<file path="src/rtl/s2p_pkg.sv">
// Shared definitions for the s2p_wide serial-to-parallel converter.
// Optional feature macro: S2P_PARITY_EN (per-word even-parity check).
package s2p_pkg;

    // FSM state encoding; S2P_PAR is only reachable with S2P_PARITY_EN.
    typedef logic [0:0] s2p_state_t;
    localparam s2p_state_t S2P_SHIFT = 1'b0;
    localparam s2p_state_t S2P_PAR   = 1'b1;

    // Reset values of single-bit state; wide registers reset to all-zero.
    localparam s2p_state_t RST_STATE   = S2P_SHIFT;
    localparam logic       RST_VALID   = 1'b0;
    localparam logic       RST_OVERRUN = 1'b0;
    localparam logic       RST_PERR    = 1'b0;

    // Even parity: the word's XOR reduction plus the received parity bit must be 0.
    function automatic logic parity_err_calc(input logic word_xor, input logic parity_bit);
        return word_xor ^ parity_bit;
    endfunction

endpackage

</file>
<file path="src/rtl/s2p_out_buf.sv">
// One-entry output holding register with valid/ready handshake and overrun pulse.
// Optional feature macro: S2P_PARITY_EN (adds a parity-error payload bit).
module s2p_out_buf
    import s2p_pkg::*;
#(
    parameter int unsigned WIDTH = 8
) (
    input  logic             clk,
    input  logic             rst,
    input  logic             offer_i,
    input  logic [WIDTH-1:0] word_i,
`ifdef S2P_PARITY_EN
    input  logic             perr_i,
    output logic             perr_o,
`endif
    input  logic             ready_i,
    output logic [WIDTH-1:0] data_o,
    output logic             valid_o,
    output logic             overrun_o
);

    logic [WIDTH-1:0] data_q, data_d;
    logic             valid_q, valid_d;
    logic             overrun_q, overrun_d;
    logic             load;
`ifdef S2P_PARITY_EN
    logic             perr_q, perr_d;
`endif

    // Accept an offer when empty or when the held word leaves on this edge.
    always_comb begin
        load      = offer_i && (!valid_q || ready_i);
        overrun_d = offer_i && valid_q && !ready_i;
        data_d    = load ? word_i : data_q;
        if (load) begin
            valid_d = 1'b1;
        end else if (valid_q && ready_i) begin
            valid_d = 1'b0;
        end else begin
            valid_d = valid_q;
        end
`ifdef S2P_PARITY_EN
        perr_d = load ? perr_i : perr_q;
`endif
    end

    // Output state registers.
    always_ff @(posedge clk or posedge rst) begin
        if (rst) begin
            data_q    <= '0;
            valid_q   <= RST_VALID;
            overrun_q <= RST_OVERRUN;
`ifdef S2P_PARITY_EN
            perr_q    <= RST_PERR;
`endif
        end else begin
            data_q    <= data_d;
            valid_q   <= valid_d;
            overrun_q <= overrun_d;
`ifdef S2P_PARITY_EN
            perr_q    <= perr_d;
`endif
        end
    end

    assign data_o    = data_q;
    assign valid_o   = valid_q;
    assign overrun_o = overrun_q;
`ifdef S2P_PARITY_EN
    assign perr_o    = perr_q;
`endif

endmodule

</file>
<file path="src/rtl/s2p_wide.sv">
// Parametrised serial-to-parallel converter: shift register, bit counter and
// framing FSM feeding a one-entry output buffer.
// Optional feature macro: S2P_PARITY_EN (trailing even-parity bit per word).
module s2p_wide
    import s2p_pkg::*;
#(
    parameter int unsigned WIDTH     = 8,
    parameter bit          MSB_FIRST = 1'b1
) (
    input  logic             clk,
    input  logic             rst,
    input  logic             s2p_en,
    input  logic             data_in,
    output logic [WIDTH-1:0] data_out,
    output logic             data_out_valid,
    input  logic             data_out_ready,
`ifdef S2P_PARITY_EN
    output logic             parity_err,
`endif
    output logic             overrun
);

    localparam int unsigned     CW      = $clog2(WIDTH);
    localparam logic [CW-1:0]   CNT_MAX = CW'(WIDTH - 1);

    logic [WIDTH-1:0] shreg_q, shreg_d, shifted;
    logic [CW-1:0]    cnt_q, cnt_d;
    logic             offer;
    logic [WIDTH-1:0] offer_word;
`ifdef S2P_PARITY_EN
    s2p_state_t       state_q, state_d;
    logic             offer_perr;
`endif

    // Next shift/count/state; offer a word when its last bit (or parity bit) arrives.
    always_comb begin
        shifted    = MSB_FIRST ? {shreg_q[WIDTH-2:0], data_in} : {data_in, shreg_q[WIDTH-1:1]};
        shreg_d    = shreg_q;
        cnt_d      = cnt_q;
        offer      = 1'b0;
        offer_word = shifted;
`ifdef S2P_PARITY_EN
        state_d    = state_q;
        offer_perr = 1'b0;
        if (s2p_en) begin
            if (state_q == S2P_PAR) begin
                // Completed word is already in shreg; data_in is its parity bit.
                offer      = 1'b1;
                offer_word = shreg_q;
                offer_perr = parity_err_calc(^shreg_q, data_in);
                state_d    = S2P_SHIFT;
            end else begin
                shreg_d = shifted;
                if (cnt_q == CNT_MAX) begin
                    cnt_d   = '0;
                    state_d = S2P_PAR;
                end else begin
                    cnt_d = cnt_q + CW'(1);
                end
            end
        end
`else
        if (s2p_en) begin
            shreg_d = shifted;
            if (cnt_q == CNT_MAX) begin
                cnt_d = '0;
                offer = 1'b1;
            end else begin
                cnt_d = cnt_q + CW'(1);
            end
        end
`endif
    end

    // Deserialiser state registers; reset discards any partial word.
    always_ff @(posedge clk or posedge rst) begin
        if (rst) begin
            shreg_q <= '0;
            cnt_q   <= '0;
`ifdef S2P_PARITY_EN
            state_q <= RST_STATE;
`endif
        end else begin
            shreg_q <= shreg_d;
            cnt_q   <= cnt_d;
`ifdef S2P_PARITY_EN
            state_q <= state_d;
`endif
        end
    end

    s2p_out_buf #(
        .WIDTH (WIDTH)
    ) u_out_buf (
        .clk       (clk),
        .rst       (rst),
        .offer_i   (offer),
        .word_i    (offer_word),
`ifdef S2P_PARITY_EN
        .perr_i    (offer_perr),
        .perr_o    (parity_err),
`endif
        .ready_i   (data_out_ready),
        .data_o    (data_out),
        .valid_o   (data_out_valid),
        .overrun_o (overrun)
    );

endmodule

</file>
<file path="config.mk">
export PLATFORM = sky130hd
export DESIGN_NAME = s2p_wide
export DESIGN_NICKNAME = d
export VERILOG_FILES = /design/src/rtl/s2p_pkg.sv /design/src/rtl/s2p_out_buf.sv /design/src/rtl/s2p_wide.sv
export SDC_FILE = /design/constraint.sdc
export NUM_CORES = 1
export LEC_CHECK = 0
export CORE_ASPECT_RATIO = 0.6
export CORE_MARGIN = 4
export CORE_UTILIZATION = 23
export DETAILED_ROUTE_END_ITERATION = 8
export PLACE_DENSITY = 0.39
export SKIP_CTS_REPAIR_TIMING = 1
export SYNTH_ARGS = -nofsm -noshare
export SYNTH_HDL_FRONTEND = slang
export SYNTH_HIERARCHICAL = 1
export SYNTH_SLANG_ARGS = --single-unit
</file>
<file path="constraint.sdc">
create_clock -name clk -period 4.6 [get_ports clk]
set_input_delay 0.46 -clock clk [delete_from_list [all_inputs] [get_ports clk]]
set_output_delay 0.46 -clock clk [all_outputs]
set_load 0.01 [all_outputs]
</file>
==> flow_metrics.py, run 1 <==
metrics = {
    "grt": {
        "grt_use_total_pct": 6.56,
        "grt_pass1_wl_um": 2300,
        "grt_max_degree": 12,
        "grt_antenna_before_repair": 0,
        "gr-total-overflow": 0,
        "grt_pass1_vias": 434,
    },
    "synth": {
        "ys_types": 11,
        "yosys_warnings": 6,
        "synthTopCellsByArea": "dfrtp_1 (58%), mux2_4 (30%), ha_1 (2.9%)",
        "synth_fp_nets": 57,
        "synth_area_um2": 858,
        "syn_avg_cell_area_um2": 17.2,
        "netlist_instances": 50,
        "ys_seq_elements": 20,
        "yosysTopAreaCell": "dfrtp_1",
        "netlist.area_leader.share_pct": 58.3,
        "ys_seq_area_share_pct": 58.3,
    },
    "drt": {
        "wl_met1_um": 723,
        "postRouteAntennaNets": 0,
        "drcViolationCount": 0,
        "highest_layer": "met3",
        "wl_met2_um": 546,
        "drt_iter0_markers": 5,
        "met3_length_um": 111,
        "vias": 414,
        "vias_per_cell": 3.73,
        "drt-total-wl_um": 1380,
        "routedWlPerCell_um": 12.4,
        "first_pass_iters": 2,
    },
    "floorplanning": {
        "top_level_ports": 15,
        "dieHeight_um": 55.3,
        "die_area_um2": 4810,
        "die_w_um": 86.9,
        "coreArea_um2": 3420,
        "rows": 16,
        "start_util_pct": 25.1,
    },
    "hold_path": {
        "min_path_type": "primary input to asynchronous set/reset pin",
    },
    "cells_and_area": {
        "fin_cells": 111,
        "diodes": 0,
        "syn_to_final_growth_pct": 26.4,
        "nFillCells": 344,
        "final_common_cell": "dfrtp_1",
        "fin_nets": 75,
        "final_cell_mix": "dfrtp_1 (20), mux2_4 (17), clkdlybuf4s50_1 (14)",
        "finalInstanceArea_um2": 1080,
        "layout-drive-gt1-share_pct": 36.4,
    },
    "clocking": {
        "clk_path_buf_depth": 2,
        "cts_made_buffers": 3,
        "root_buffer": "clkbuf_8",
        "cts_tree": "yes",
        "cts.clk_slew.worst_paths_ns": 0.07,
        "cts_sinks": 20,
        "clock_latency_ns": 0.25,
        "htreeDepth": 1,
    },
    "critical_path": {
        "crit_family": "buffers and inverters",
        "critPathSlowestCell": "clkdlybuf4s50_1",
        "critPathMaxFanout": 11,
        "critPathMaxStageDelay_ns": 0.87,
        "crit_required_ns": 4.74,
        "startpoint_type": "primary input",
        "crit_arrival_ns": 2.08,
        "cp-end-kind": "register",
        "cp_cell_sequence": "clkdlybuf4s50_1 > and2_2 > nand2_4 > mux2_4",
        "critPathKind": "primary input to register",
        "critPathBufInv": 1,
    },
    "sta": {
        "slew_violations": 0,
        "min_period_ns": 1.94,
        "clock_skew_ns": 0.00116,
        "fin_tns_setup_ns": 0,
        "tightest_slew_ns": 0.620,
        "finalSetupViolations": 0,
        "hold_viol": 0,
        "fmax_ghz": 0.515,
        "maxSlewHeadroom_pct": 58.6,
        "post-route-period-util_pct": 42.2,
        "fin_ws_ns": 2.66,
        "rsz0062_at_grt": "false",
    },
    "placement": {
        "gp_congestion": 0.604,
        "dp_cells": 108,
        "dp.final_hpwl_um": 1070,
        "place_area_um2": 1040,
        "io_buffers": 14,
        "dp_slack_ns": 2.38,
    },
    "pwr": {
        "leakagePower_nw": 0.522,
        "peakVddDrop_mv": 0.169,
        "power_density_nw_per_um2": 598,
    },
    "run_status": {
        "outcome": "finished, final reports clean",
    },
    "flow_run": {
        "max_cap_violations": 0,
    },
}
==> per-layer routing <==
layer	global-route usage, %	vias to the layer above
li1	-	202
met2	8.11	12
met5	0	-
met3	4.16	0
met1	9.38	200
met4	1.33	0
==> per-stage QoR <==
step	hold slack, ns	power, mW	util, %
global route	0.538	0.692	31.7
floorplan	0.300	0.439	-
global placement	0.500	0.548	30.5
detailed placement	0.499	0.545	30.5
CTS	0.519	0.659	31.7
finish	0.503	0.648	31.7
==> logic make-up (layout without fill, tap and decap cells) <==
logic type,Yosys count,after routing,share of synthesized area [%]
adder cells (fa/ha/maj),2,2,2.91
buffers and inverters,4,20,2.62
flip-flops,20,20,58.3
multiplexers,18,18,31.0
AND/OR/NAND/NOR,6,6,5.10
==> cells in the mapped netlist (all sizes together) <==
| cell | instances |
|---|---|
| and2 | 1 |
| nand2b | 1 |
| buf | 1 |
| ha | 2 |
| mux2 | 18 |
| dfrtp | 20 |
| inv | 3 |
| nor2 | 2 |
| nand2 | 2 |
==> cell type report <==
type                       instances  area [um2]  area share (%)
sequential                        20         500            46.1
multi-input combinational         26         335            30.9
timing repair buffer              14         140            12.9
tap                               45        56.3            5.19
clock buffer                       3        41.3            3.81
inverter                           3        11.3            1.04
==> worst paths after layout <==
| kind | startpoint | to | slack (ns) | depth (start not counted) |
|---|---|---|---|---|
| setup / recovery | s2p_en | u_out_buf/data_o[2]$_DFFE_PP0P_ | 2.66 | 4 |
| hold / removal | rst | shreg_q[1]$_DFFE_PP0P_ | 0.50 | 2 |
| setup reg to reg | cnt_q[0]$_DFFE_PP0P_ | u_out_buf/data_o[2]$_DFFE_PP0P_ | 2.96 | 5 |
| hold reg to reg | u_out_buf/data_o[6]$_DFFE_PP0P_ | u_out_buf/data_o[6]$_DFFE_PP0P_ | 0.51 | 1 |
| max in group asynchronous | rst | u_out_buf/valid_o$_DFFE_PP0P_ | 3.81 | 2 |
| min in group clk | u_out_buf/data_o[6]$_DFFE_PP0P_ | u_out_buf/data_o[6]$_DFFE_PP0P_ | 0.51 | 1 |
==> registers in the layout (all words and copies together), names as in the netlist <==
| name | cells |
|---|---|
| u_out_buf/valid_o | 1 |
| u_out_buf/overrun_o | 1 |
| u_out_buf/data_o | 8 |
| shreg_q | 7 |
| cnt_q | 3 |
==> power by group <==
part | switching [mW] | internal, mW | leakage (nW)
clock network | 0.0516 | 0.0581 | 0.0216
logic | 0.0758 | 0.174 | 0.258
registers | 0.0450 | 0.244 | 0.243
==> worst reg2reg max path, stage by stage (launching register included) <==
cell,delay (ns)
dfrtp_1,0.40
ha_1,0.22
ha_1,0.21
and2_2,0.23
nand2_4,0.15
mux2_4,0.32
(Power assumes the default switching activity.)
==> run 2, diff against run 1 <==
clock period = 1.85 ns   (was 4.6 ns; I/O delays follow)
==> run 2 against run 1 <==
Against the previous run: register-to-register slack got worse by 2.7 ns; worst hold slack worse by 0.27 ns; count of clock-buffer cells in the layout unchanged; flip-flop and latch count stayed put; clock power grew to 3.9 times the previous value.
==> flow_metrics.py, run 2 (synthesis gave the netlist of run 1 again) <==
metrics = {
    "placement": {
        "gp_congestion": 0.619,
        "dp_cells": 109,
        "io_buffers": 14,
        "dp.final_hpwl_um": 1000,
        "place_area_um2": 1050,
    },
    "clocking": {
        "cts.clk_slew.worst_paths_ns": 0.08,
        "clk_path_buf_depth": 2,
        "clock_latency_ns": 0.26,
        "htreeDepth": 1,
        "cts_sinks": 20,
        "cts_made_buffers": 3,
        "root_buffer": "clkbuf_8",
        "cts_tree": "yes",
    },
    "grt": {
        "grt_pass1_wl_um": 2440,
        "gr-total-overflow": 0,
        "grt_max_degree": 13,
        "grt_antenna_before_repair": 0,
        "grt_pass1_vias": 456,
        "grt_use_total_pct": 6.86,
    },
    "sta": {
        "min_period_ns": 1.62,
        "hold_slack_ns": 0.235,
        "fin_tns_setup_ns": 0,
        "fmax_ghz": 0.618,
        "slew_violations": 0,
        "tightest_slew_ns": 0.414,
        "post-route-period-util_pct": 87.4,
        "rsz0062_at_grt": "false",
        "finalSetupViolations": 0,
        "clock_skew_ns": 0.00434,
        "hold_viol": 0,
        "maxSlewHeadroom_pct": 72.4,
    },
    "cells_and_area": {
        "final_cell_mix": "dfrtp_1 (20), mux2_4 (17), clkdlybuf4s50_1 (14)",
        "syn_to_final_growth_pct": 30.8,
        "finalInstanceArea_um2": 1120,
        "fin_cells": 113,
        "diodes": 0,
        "largest_register_ffs": 8,
        "fin_nets": 76,
        "final_common_cell": "dfrtp_1",
        "utilization_pct": 32.8,
        "layout-drive-gt1-share_pct": 38.2,
    },
    "critical_path": {
        "rr_worst_depth": 5,
        "cp-end-kind": "register",
        "crit_required_ns": 1.99,
        "critPathKind": "register to register",
        "critPathMaxFanout": 8,
        "crit_arrival_ns": 1.76,
        "r2r-start": "cnt_q[0]$_DFFE_PP0P_",
        "startpoint_type": "register",
        "r2r_setup_slack_ns": 0.23,
        "r2r-end": "u_out_buf/data_o[3]$_DFFE_PP0P_",
    },
    "drt": {
        "vias_per_cell": 3.65,
        "routedWlPerCell_um": 12.9,
        "drcViolationCount": 0,
        "postRouteAntennaNets": 0,
        "drt_iter0_markers": 34,
        "drt-total-wl_um": 1460,
        "first_pass_iters": 4,
        "vias": 413,
    },
    "floorplanning": {
        "dieHeight_um": 55.3,
        "die_w_um": 86.9,
        "rows": 16,
        "start_util_pct": 25.1,
        "top_level_ports": 15,
        "die_area_um2": 4810,
        "coreArea_um2": 3420,
    },
    "pwr": {
        "power_density_nw_per_um2": 1580,
        "peakVddDrop_mv": 0.483,
        "leakagePower_nw": 0.541,
    },
    "hold_path": {
        "min_path_type": "primary input to asynchronous set/reset pin",
    },
    "run_status": {
        "outcome": "finished, final reports clean",
    },
    "flow_run": {
        "max_cap_violations": 0,
    },
}
[run 2: changes by cell type in the layout (fill, tap and decap cells not counted), sizes merged]
| cell | change |
|---|---|
| bufinv | +1 |
| buf | +1 |
[run 2: final cells by class]
type,count,area (um2)
flip-flops and latches,20,500
well taps,45,56.3
clock inverters,1,30.0
clock buffers,3,41.3
inverters,3,11.3
fillers,332,2300
multi-input cells,26,335
repair buffers,15,148
[run 2: worst max-delay path by stage]
stage                              start  cells past startpoint  slack, ns                               to
finish              cnt_q[0]$_DFFE_PP0P_                      5       0.23  u_out_buf/data_o[3]$_DFFE_PP0P_
detailed placement  cnt_q[0]$_DFFE_PP0P_                      5       0.25  u_out_buf/data_o[7]$_DFFE_PP0P_
global placement    cnt_q[0]$_DFFE_PP0P_                      5       0.28  u_out_buf/data_o[2]$_DFFE_PP0P_
CTS                 cnt_q[0]$_DFFE_PP0P_                      5       0.22  u_out_buf/data_o[2]$_DFFE_PP0P_
global route        cnt_q[0]$_DFFE_PP0P_                      5       0.17  u_out_buf/data_o[4]$_DFFE_PP0P_
floorplan           cnt_q[0]$_DFFE_PP0P_                      5       0.35  u_out_buf/data_o[0]$_DFFE_PP0P_
[run 2: critical path, cell delays in order (launching register included)]
cell and delay, ns:
dfrtp_1 0.41, ha_1 0.21, ha_1 0.18, and2_2 0.22, nand2_4 0.16, mux2_4 0.32
[run 2: metrics by stage]
stage	total power, mW	worst slack, ns
after CTS	1.81	0.219
after floorplan	1.09	0.346
after detailed placement	1.35	0.253
after global placement	1.37	0.279
after global routing	1.90	0.170
final	1.78	0.233
[run 2: power breakdown]
| group | total (mW) | leakage [nW] | internal [mW] | switching [mW] |
|---|---|---|---|---|
| Clock | 0.433 | 0.0357 | 0.289 | 0.144 |
| Combinational | 0.630 | 0.262 | 0.433 | 0.197 |
| Sequential | 0.713 | 0.243 | 0.605 | 0.108 |
[run 2: metal layers]
metal	track usage, %	share of wire [%]	up-vias
met1	10.1	54	195
met5	0	0	-
li1	-	-	205
met4	1.33	0	0
met2	8.22	37	13
met3	4.31	8.8	0
==> run 3, diff against run 2 <==
CAP_MARGIN = 20   (was unset)
==> results of run 3 <==
The final DEF is identical to that of run 2; final timing and power are the same.
